`src/rtl/pe_array_seq_if.sv`:
```
// Host-side bundle of the Life PE array sequencer: cell loads, run control,
// status and the readout stream. master = host, slave = sequencer.
`ifndef PE_CMD_BITS
`define PE_CMD_BITS    2
`define PE_CMD_NOP     2'd0
`define PE_CMD_WRITE   2'd1
`define PE_CMD_PROCESS 2'd2
`endif
`ifndef PE_STATE_BITS
`define PE_STATE_BITS  1
`endif

interface pe_array_seq_if #(
    parameter int ROWS       = 8,
    parameter int COLS       = 8,
    parameter int GEN_BITS   = 16,
    parameter int STATE_BITS = `PE_STATE_BITS
);
    localparam int RW = (ROWS > 1) ? $clog2(ROWS) : 1;
    localparam int CW = (COLS > 1) ? $clog2(COLS) : 1;

    logic                  load_valid;
    logic                  load_ready;
    logic [RW-1:0]         load_row;
    logic [CW-1:0]         load_col;
    logic [STATE_BITS-1:0] load_state;
    logic                  start;
    logic [GEN_BITS-1:0]   n_gens;
    logic                  read_start;
    logic                  busy;
    logic                  done;
    logic                  stable;
    logic [GEN_BITS-1:0]   gen_count;
    logic                  rd_valid;
    logic                  rd_ready;
    logic [RW-1:0]         rd_row;
    logic [CW-1:0]         rd_col;
    logic [STATE_BITS-1:0] rd_state;
    logic                  rd_last;

    modport master (
        output load_valid, load_row, load_col, load_state, start, n_gens,
               read_start, rd_ready,
        input  load_ready, busy, done, stable, gen_count, rd_valid, rd_row,
               rd_col, rd_state, rd_last
    );

    modport slave (
        input  load_valid, load_row, load_col, load_state, start, n_gens,
               read_start, rd_ready,
        output load_ready, busy, done, stable, gen_count, rd_valid, rd_row,
               rd_col, rd_state, rd_last
    );
endinterface

```
`src/rtl/pe_array_seq.sv`:
```
// Sequencer for the Life PE array: host cell loads, N-generation runs (or until
// stable) and a row-major readout stream; sole driver of the array command bus.
module pe_array_seq #(
    parameter int ROWS       = 8,
    parameter int COLS       = 8,
    parameter int GEN_BITS   = 16,
    parameter int STATE_BITS = `PE_STATE_BITS
) (
    input  logic                    clk,
    input  logic                    rst,
    pe_array_seq_if.slave           host,
    output logic [`PE_CMD_BITS-1:0] cmd,
    output logic [ROWS-1:0]         rsel_i,
    output logic [COLS-1:0]         csel_i,
    output logic [ROWS-1:0]         rsel_o,
    output logic [COLS-1:0]         csel_o,
    output logic [STATE_BITS-1:0]   state_in,
    input  logic                    any_active,
    input  logic [STATE_BITS-1:0]   array_state
);
    localparam int RW = (ROWS > 1) ? $clog2(ROWS) : 1;
    localparam int CW = (COLS > 1) ? $clog2(COLS) : 1;

    typedef enum logic [1:0] {IDLE, WRITE, PROC, READ} state_t;

    state_t                state;
    logic [GEN_BITS-1:0]   n_lim;
    logic [GEN_BITS-1:0]   gen_count;
    logic                  stable_r;
    logic                  done_r;
    logic [RW-1:0]         cur_row;
    logic [CW-1:0]         cur_col;
    logic                  issued_all;
    logic                  rd_valid_r;
    logic                  rd_last_r;
    logic [RW-1:0]         rd_row_r;
    logic [CW-1:0]         rd_col_r;
    logic [STATE_BITS-1:0] rd_state_r;

    function automatic logic [ROWS-1:0] row_hot(input logic [RW-1:0] r);
        row_hot = '0;
        for (int i = 0; i < ROWS; i++)
            if (int'(r) == i) row_hot[i] = 1'b1;
    endfunction

    function automatic logic [COLS-1:0] col_hot(input logic [CW-1:0] c);
        col_hot = '0;
        for (int i = 0; i < COLS; i++)
            if (int'(c) == i) col_hot[i] = 1'b1;
    endfunction

    logic [GEN_BITS-1:0] gen_next;
    logic                addr_ok;
    logic                cur_last;
    assign gen_next = gen_count + GEN_BITS'(1);
    assign addr_ok  = (int'(host.load_row) < ROWS) && (int'(host.load_col) < COLS);
    assign cur_last = (cur_row == RW'(ROWS - 1)) && (cur_col == CW'(COLS - 1));

    // Ready is only truthful when the FSM can actually take the write this edge.
    assign host.load_ready = !rst && (state == IDLE) && host.load_valid;
    assign host.busy       = (state != IDLE);
    assign host.done       = done_r;
    assign host.stable     = stable_r;
    assign host.gen_count  = gen_count;
    assign host.rd_valid   = rd_valid_r;
    assign host.rd_row     = rd_row_r;
    assign host.rd_col     = rd_col_r;
    assign host.rd_state   = rd_state_r;
    assign host.rd_last    = rd_last_r;

    always_ff @(posedge clk) begin
        if (rst) begin
            state      <= IDLE;
            cmd        <= `PE_CMD_NOP;
            rsel_i     <= '0;
            csel_i     <= '0;
            rsel_o     <= '0;
            csel_o     <= '0;
            state_in   <= '0;
            n_lim      <= '0;
            gen_count  <= '0;
            stable_r   <= 1'b0;
            done_r     <= 1'b0;
            cur_row    <= '0;
            cur_col    <= '0;
            issued_all <= 1'b0;
            rd_valid_r <= 1'b0;
            rd_last_r  <= 1'b0;
            rd_row_r   <= '0;
            rd_col_r   <= '0;
            rd_state_r <= '0;
        end else begin
            done_r <= 1'b0;
            case (state)
                IDLE: begin
                    if (host.load_valid) begin
                        state    <= WRITE;
                        cmd      <= `PE_CMD_WRITE;
                        rsel_i   <= addr_ok ? row_hot(host.load_row) : '0;
                        csel_i   <= addr_ok ? col_hot(host.load_col) : '0;
                        state_in <= host.load_state;
                    end else if (host.start) begin
                        state     <= PROC;
                        cmd       <= `PE_CMD_PROCESS;
                        gen_count <= '0;
                        stable_r  <= 1'b0;
                        n_lim     <= host.n_gens;
                    end else if (host.read_start) begin
                        state      <= READ;
                        cur_row    <= '0;
                        cur_col    <= '0;
                        issued_all <= 1'b0;
                        rsel_o     <= row_hot('0);
                        csel_o     <= col_hot('0);
                    end
                end
                WRITE: begin
                    state  <= IDLE;
                    cmd    <= `PE_CMD_NOP;
                    rsel_i <= '0;
                    csel_i <= '0;
                end
                PROC: begin
                    gen_count <= gen_next;
                    // Quiet generation, reached limit, or counter about to saturate.
                    if (!any_active || (n_lim != '0 && gen_next == n_lim) ||
                        gen_next == '1) begin
                        state    <= IDLE;
                        cmd      <= `PE_CMD_NOP;
                        stable_r <= !any_active;
                        done_r   <= 1'b1;
                    end
                end
                READ: begin
                    if (rd_valid_r && host.rd_ready && rd_last_r) begin
                        state      <= IDLE;
                        rd_valid_r <= 1'b0;
                        rd_last_r  <= 1'b0;
                        rsel_o     <= '0;
                        csel_o     <= '0;
                        done_r     <= 1'b1;
                    end else if ((!rd_valid_r || host.rd_ready) && !issued_all) begin
                        // Selects already point at cur_*, so array_state is that cell.
                        rd_valid_r <= 1'b1;
                        rd_row_r   <= cur_row;
                        rd_col_r   <= cur_col;
                        rd_state_r <= array_state;
                        rd_last_r  <= cur_last;
                        if (cur_last) begin
                            issued_all <= 1'b1;
                        end else if (cur_col == CW'(COLS - 1)) begin
                            cur_col <= '0;
                            cur_row <= cur_row + RW'(1);
                            rsel_o  <= row_hot(cur_row + RW'(1));
                            csel_o  <= col_hot('0);
                        end else begin
                            cur_col <= cur_col + CW'(1);
                            csel_o  <= col_hot(cur_col + CW'(1));
                        end
                    end
                end
                default: state <= IDLE;
            endcase
        end
    end
endmodule

```
`src/flat_wrapper.sv`:
```
// flat-port wrapper written by rule: the top's interface ports become plain ports
module pe_array_seq_flat 
#(
    parameter int ROWS       = 8,
    parameter int COLS       = 8,
    parameter int GEN_BITS   = 16,
    parameter int STATE_BITS = `PE_STATE_BITS
)
  (clk, rst, cmd, rsel_i, csel_i, rsel_o, csel_o, state_in, any_active, array_state, host_load_valid, host_load_row, host_load_col, host_load_state, host_start, host_n_gens, host_read_start, host_rd_ready, host_load_ready, host_busy, host_done, host_stable, host_gen_count, host_rd_valid, host_rd_row, host_rd_col, host_rd_state, host_rd_last);
  pe_array_seq_if #(.ROWS(ROWS), .COLS(COLS), .GEN_BITS(GEN_BITS), .STATE_BITS(STATE_BITS)) host_i ();
  input  logic clk;
  input  logic rst;
  output logic [`PE_CMD_BITS-1:0] cmd;
  output logic [ROWS-1:0] rsel_i;
  output logic [COLS-1:0] csel_i;
  output logic [ROWS-1:0] rsel_o;
  output logic [COLS-1:0] csel_o;
  output logic [STATE_BITS-1:0] state_in;
  input  logic any_active;
  input  logic [STATE_BITS-1:0] array_state;
  input wire logic [$bits(host_i.load_valid)-1:0] host_load_valid;
  input wire logic [$bits(host_i.load_row)-1:0] host_load_row;
  input wire logic [$bits(host_i.load_col)-1:0] host_load_col;
  input wire logic [$bits(host_i.load_state)-1:0] host_load_state;
  input wire logic [$bits(host_i.start)-1:0] host_start;
  input wire logic [$bits(host_i.n_gens)-1:0] host_n_gens;
  input wire logic [$bits(host_i.read_start)-1:0] host_read_start;
  input wire logic [$bits(host_i.rd_ready)-1:0] host_rd_ready;
  output wire logic [$bits(host_i.load_ready)-1:0] host_load_ready;
  output wire logic [$bits(host_i.busy)-1:0] host_busy;
  output wire logic [$bits(host_i.done)-1:0] host_done;
  output wire logic [$bits(host_i.stable)-1:0] host_stable;
  output wire logic [$bits(host_i.gen_count)-1:0] host_gen_count;
  output wire logic [$bits(host_i.rd_valid)-1:0] host_rd_valid;
  output wire logic [$bits(host_i.rd_row)-1:0] host_rd_row;
  output wire logic [$bits(host_i.rd_col)-1:0] host_rd_col;
  output wire logic [$bits(host_i.rd_state)-1:0] host_rd_state;
  output wire logic [$bits(host_i.rd_last)-1:0] host_rd_last;
  assign host_i.load_valid = host_load_valid;
  assign host_i.load_row = host_load_row;
  assign host_i.load_col = host_load_col;
  assign host_i.load_state = host_load_state;
  assign host_i.start = host_start;
  assign host_i.n_gens = host_n_gens;
  assign host_i.read_start = host_read_start;
  assign host_i.rd_ready = host_rd_ready;
  assign host_load_ready = host_i.load_ready;
  assign host_busy = host_i.busy;
  assign host_done = host_i.done;
  assign host_stable = host_i.stable;
  assign host_gen_count = host_i.gen_count;
  assign host_rd_valid = host_i.rd_valid;
  assign host_rd_row = host_i.rd_row;
  assign host_rd_col = host_i.rd_col;
  assign host_rd_state = host_i.rd_state;
  assign host_rd_last = host_i.rd_last;
  pe_array_seq #(.ROWS(ROWS), .COLS(COLS), .GEN_BITS(GEN_BITS), .STATE_BITS(STATE_BITS)) u_core (.clk(clk), .rst(rst), .host(host_i), .cmd(cmd), .rsel_i(rsel_i), .csel_i(csel_i), .rsel_o(rsel_o), .csel_o(csel_o), .state_in(state_in), .any_active(any_active), .array_state(array_state));
endmodule
```
`config.mk`:
```
export PLATFORM = sky130hd
export DESIGN_NAME = pe_array_seq_flat
export DESIGN_NICKNAME = d
export VERILOG_FILES = /design/src/rtl/pe_array_seq_if.sv /design/src/rtl/pe_array_seq.sv /design/src/flat_wrapper.sv
export SDC_FILE = /design/constraint.sdc
export NUM_CORES = 1
export LEC_CHECK = 0
export ABC_CLOCK_PERIOD_IN_PS = 3500
export CORE_UTILIZATION = 50
export CTS_CLUSTER_SIZE = 10
export DETAILED_ROUTE_END_ITERATION = 10
export PLACE_DENSITY = 0.8
export SETUP_SLACK_MARGIN = 0.4
export SLEW_MARGIN = 20
export SYNTH_ARGS = -nofsm -noshare
export SYNTH_HDL_FRONTEND = slang
export SYNTH_SLANG_ARGS = --single-unit
```
`constraint.sdc`:
```
create_clock -name clk -period 3.5 [get_ports clk]
set_input_delay 0.7 -clock clk [delete_from_list [all_inputs] [get_ports clk]]
set_output_delay 0.7 -clock clk [all_outputs]
set_load 0.05 [all_outputs]
```
==> Word-level counts from Yosys, hierarchy flattened <==
Index checks and enable logic that the tools add are counted.
{ "totals": {"reg_bits": 87, "inputBits": 31} }
{ "classes": {"add_sub_neg": 3, "eq_ne": 52, "n_mux": 92, "bitwise_logic": 2, "n_reduce_logical": 40} }
{ "ops": {"columns": ["op", "n"], "rows": [
  ["$mux W8", 13],
  ["$pmux W8 S2", 4],
  ["$eq A3 B3 Y1 const B", 18],
  ["$mux W1", 47],
  ["$mux W3", 11],
  ["$mux W16", 2],
  ["$pmux W16 S2", 1],
  ["$eq A3 B2 Y1 const B", 8],
  ["$reduce_and A7 Y1", 3],
  ["$add A16 B1 Y16 const B", 1],
  ["$eq A16 B16 Y1", 1],
  ["$eq A16 B16 Y1 const B", 1],
  ["$reduce_bool A16 Y1", 1],
  ["$reduce_and A3 Y1", 5],
  ["$mux W2", 7],
  ["$ne A2 B2 Y1 const B", 7],
  ["$eq A3 B1 Y1 const B", 4],
  ["$logic_not A3 Y1", 4],
  ["$pmux W3 S2", 2],
  ["$ne A2 B1 Y1 const B", 5],
  ["$reduce_bool A2 Y1", 5],
  ["$pmux W2 S4", 1],
  ["$reduce_and A8 Y1", 1],
  ["$logic_and A1 B1 Y1", 7],
  ["16 further kinds", 30]
]} }

==> Depth between registers and ports, before layout <==
{ "depth": {"depth_word": 8, "ltp_mapped": 10, "ltp_nobuf": 9} }

==> Worst setup path before layout <==
No wires, ideal clock.
{ "synth_timing": {"kind": "reg-to-reg", "from": "register u_core.gen_count[0] (netlist: u_core.host.gen_count[0])", "to": "register u_core.cmd[1]", "arrival_time_ns": 3.070, "t_required_ns": 3.377, "path_slack_ns": 0.306, "path_stages_with_launch": 11, "path_cell_list": "dfxtp_1 buf_2 inv_1 ha_1 xor2_1 nand2_1 or4b_2 a2111oi_4 nand4b_4 a21oi_4 mux2_1"} }
{ "synth_between": {"elab_chain_cells": 7, "elab_cells_between_ends": 8, "cone_classes": "add/sub (1); eq/ne (3); reduce/logical (4)"} }
{ "synth_rtl": {"columns": ["element", "line_no", "text"], "rows": [
  ["start: declaration", "pe_array_seq.sv:28", "logic [GEN_BITS-1:0] gen_count;"],
  ["start signal: assignment", "pe_array_seq.sv:124", "gen_count <= gen_next;"],
  ["$add A16 B1 Y16 *", "pe_array_seq.sv:55", "assign gen_next = gen_count + GEN_BITS'(1);"],
  ["$eq A16 B16 Y1", "pe_array_seq.sv:126", "if (!any_active || (n_lim != '0 && gen_next == n_lim) ||"],
  ["$logic_and A1 B1 Y1", "pe_array_seq.sv:126", null],
  ["$logic_or A1 B1 Y1", "pe_array_seq.sv:126", null],
  ["$logic_or A1 B1 Y1 *", "pe_array_seq.sv:126", null],
  ["$ne A2 B1 Y1 (no source line) *", null, null],
  ["$reduce_and A3 Y1 (no source line) *", null, null],
  ["end signal: assignment", "pe_array_seq.sv:104", "cmd <= `PE_CMD_PROCESS;"],
  ["end signal: assignment", "pe_array_seq.sv:119", "cmd <= `PE_CMD_NOP;"],
  ["end signal: assignment", "pe_array_seq.sv:129", "cmd <= `PE_CMD_NOP;"],
  ["end: declaration", "pe_array_seq.sv:12", "output logic [`PE_CMD_BITS-1:0] cmd,"]
]} }
Mark *: on every way between the ends. The rest lies on a longest branch, timed or not.
A chain may end at the register's enable or synchronous reset.

==> Worst setup path after layout <==
Same ends and word-level chain as after synthesis.

==> out/metrics.csv <==
metric,value,unit
reg2reg_depth,9,
synth_top_flop_cell,dfxtp_1,
syn_nets,637,
slew-limit-headroom,34.5,%
power_frac_seq,45.3,%
setup_slack,0.496,ns
arrival,3.26,ns
fin_crit,3.00,ns
async_reset_ff_share,0,%
syn_inst,587,
muxShareOfSynthArea,0.896,%
worst_setup_path_start_kind,flip-flop,
start_util,52.3,%
wl,12.0,mm
finalHoldViolations,0,
grt-ovfl-total,0,
hold_depth,2,
htreeDepth,3,
fp.dieH,98,um
synth_top_family_by_area,simple AND/OR/NAND/NOR gates,
dpl_cell_area,5620,sq um
slew_viol_final,0,
setup.worst_path.end_class,flip-flop,
violations,design-rule violations,
numCtsBuffers,9,
chipWidth,98,um
port_buffers,94,
die_area,9600,sq um
power.share.clock,32.1,%
cts_setup_buffers,0,
core.rowCount,34,
reg2reg_slack,0.50,ns
synth-xor-area-share,5.24,%
firstDrtPassIters,8,
final_common_cell,nand2_1,
gp_congestion,0.914,
required,3.76,ns
hold_class,reg2reg,
syn2layout_area_growth,26.7,%
p_per_area,400,nW/um^2
path_cells,ha_1 -> nand3_2 -> buf_4 -> nor4_4 -> xnor2_1 -> a2111oi_4 -> nand4b_4 -> a21oi_4 -> mux2_1,
sw_frac_of_total,32.1,%
worstSetupPathType,reg2reg,
holdPathEnd,u_core.rsel_i[1]$_SDFFE_PP0P_,
clk_pin_slew,0.09,ns
num_vias,4413,
worstHoldStart,u_core.rsel_i[1]$_SDFFE_PP0P_,
design_area,5840,sq um
place_ws,0.461,ns
final_cell_mix,"101 x nand2_1, 92 x clkdlybuf4s50_1, 87 x a21oi_1",
worst_pin_slew,0.976,ns
cp_top_family,simple AND/OR/NAND/NOR gates,
routed_via_density,5.65,
ys_warn_count,0,
grt_pass1_vias,4140,
max_stage_delay,0.44,ns
n_antenna_cell,0,
hpwl,8.74,mm
timing.rr.start,u_core.host.gen_count[0]$_SDFFE_PP0P_,
p_comb_share,22.6,%
clkLatencyLatePin,0.37,ns
synth_edf_count,0,
switchingPower,0.000749,W
p_int,0.00158,W
drv_cap,0,
skew,0.0114,ns
grt_max_degree,93,
grt_pass1_wl,19.7,mm
synth_simple_gate_area_share,28.6,%
antenna_found_initial,0,
r2r-end,u_core.cmd[1]$_SDFFE_PP0P_,
syn-cell-area,4610,sq um
finalCritPeriodShare,85.8,%
ys_types,60,
ir_drop,272,uV
post_drt_wl_per_cell,15.4,um
drt-initial-drc-count,194,
rsz0062_at_grt,yes,
cp_num_buf_inv,1,
cts_buffer_depth,2,
cts.sinks,87,
cts_tree,built,
power_leakage,2.06,nW
critical_path.max_fanout,11,
drive_gt1_share,6.69,%
status,finished with violations,
cpMaxStageDelayCell,dfxtp_2,
setup_tns,0,ns
setup_viol,0,
ios,95,
synth_compound_area_share,17.8,%
syn_area_per_cell,7.85,sq um
coreArea,8810,sq um
cts-root-buf,clkbuf_8,
ys_seq_area_share,37.8,%
finalNetCount,718,
fmax,333,MHz
grt_usage,25.3,%
synth-seq-cells,87,
route.detailed.drc,6,
postRouteAntennaNets,0,
synthAdderAreaFrac,5.16,%
-- worst max-delay path by stage --
stage                                                     start  depth (start not counted)  slack (ns)                    endpoint
after floorplan           u_core.host.gen_count[0]$_SDFFE_PP0P_                         10        0.49  u_core.cmd[1]$_SDFFE_PP0P_
after global placement                          host_load_valid                          4        0.48             host_load_ready
after detailed placement                        host_load_valid                          4        0.46             host_load_ready
after CTS                                       host_load_valid                          4        0.45             host_load_ready
after global routing      u_core.host.gen_count[0]$_SDFFE_PP0P_                          9        0.37  u_core.cmd[1]$_SDFFE_PP0P_
final                     u_core.host.gen_count[0]$_SDFFE_PP0P_                          9        0.50  u_core.cmd[1]$_SDFFE_PP0P_
-- routing by layer --
layer	track usage, %	routed length [um]	vias to the layer above
met1	31.9	5300	2051
li1	-	-	2214
met5	0	0	-
met4	8.97	185	0
met3	5.15	693	17
met2	42.7	5840	131
-- final cells by class --
cell class	instances	area, sq um
clock buffers	11	151
clock inverters	5	63.8
well taps	108	135
fillers	779	2970
flip-flops and latches	87	1740
multi-input cells	449	2670
inverters	16	60.1
repair buffers	105	1020
-- registers in the layout (all words and copies together) (netlist names), 3 cells and up --
| signal | flops |
|---|---|
| u_core.host.gen_count | 16 |
| u_core.cur_row | 3 |
| u_core.csel_i | 8 |
| u_core.cur_col | 3 |
| u_core.host.rd_col | 3 |
| u_core.rsel_o | 8 |
| u_core.n_lim | 16 |
| u_core.host.rd_row | 3 |
| u_core.csel_o | 8 |
| u_core.rsel_i | 8 |
-- through the flow --
step / util [%] / hold slack, ns / total power (W) / std cells
after floorplan: - / 0.449 / 0.00143 / 587
after global routing: 66.3 / 0.483 / 0.00244 / 781
after CTS: 66.2 / 0.456 / 0.00234 / 781
after global placement: 63.8 / 0.439 / 0.00159 / 765
after detailed placement: 63.8 / 0.445 / 0.00160 / 765
final: 66.3 / 0.454 / 0.00233 / 781
-- kinds of logic (layout without fill, tap and decap cells) --
logic type / Yosys count / after routing
XOR/XNOR: 26 / 26
buffers and inverters: 51 / 137
adder cells (fa/ha/maj): 19 / 19
AO/OA/AOI/OAI: 139 / 139
multiplexers: 4 / 4
flip-flops: 87 / 87
AND/OR/NAND/NOR: 261 / 261
-- Yosys cell counts, types with 5 or more instances --
cell      instances  area share, %
nor2_1           39            3.2
nand2b_1          5           0.68
nand2_1         101            8.2
xnor2_1          16            3.0
inv_1            15            1.2
nand3_1          41            4.5
a21oi_1          87            9.4
nand3b_1          7            1.1
nor4_1            6           0.81
nor3_1           12            1.3
xor2_1            9            1.7
a211oi_1          5           0.81
clkbuf_1         26            2.1
dfxtp_1          87             38
nor2b_1          11            1.5
nand4_1          13            1.8
ha_1             19            5.2
o21ai_0          17            1.8
-- timing repair --
item                       4_1_cts  5_1_grt
gates resized for setup          0        2
hold endpoints to repair         0        0
hold buffers                     0        0
setup endpoints to repair        0        2
-- power groups by stage --
stage / Clock [W] / Combinational [W] / Sequential, W
2_1_floorplan: 0 / 0.000286 / 0.00114
3_3_place_gp: 0 / 0.000513 / 0.00108
3_5_place_dp: 0 / 0.000525 / 0.00108
4_1_cts: 0.000759 / 0.000526 / 0.00106
5_1_grt: 0.000807 / 0.000572 / 0.00106
6_report: 0.000749 / 0.000528 / 0.00106
-- worst register-to-register path, cell delays in order, from the launching register on --
cell	delay, ns
dfxtp_2	0.44
ha_1	0.34
nand3_2	0.20
buf_4	0.23
nor4_4	0.34
xnor2_1	0.21
a2111oi_4	0.43
nand4b_4	0.19
a21oi_4	0.20
mux2_1	0.33
(Power assumes the default switching activity.)
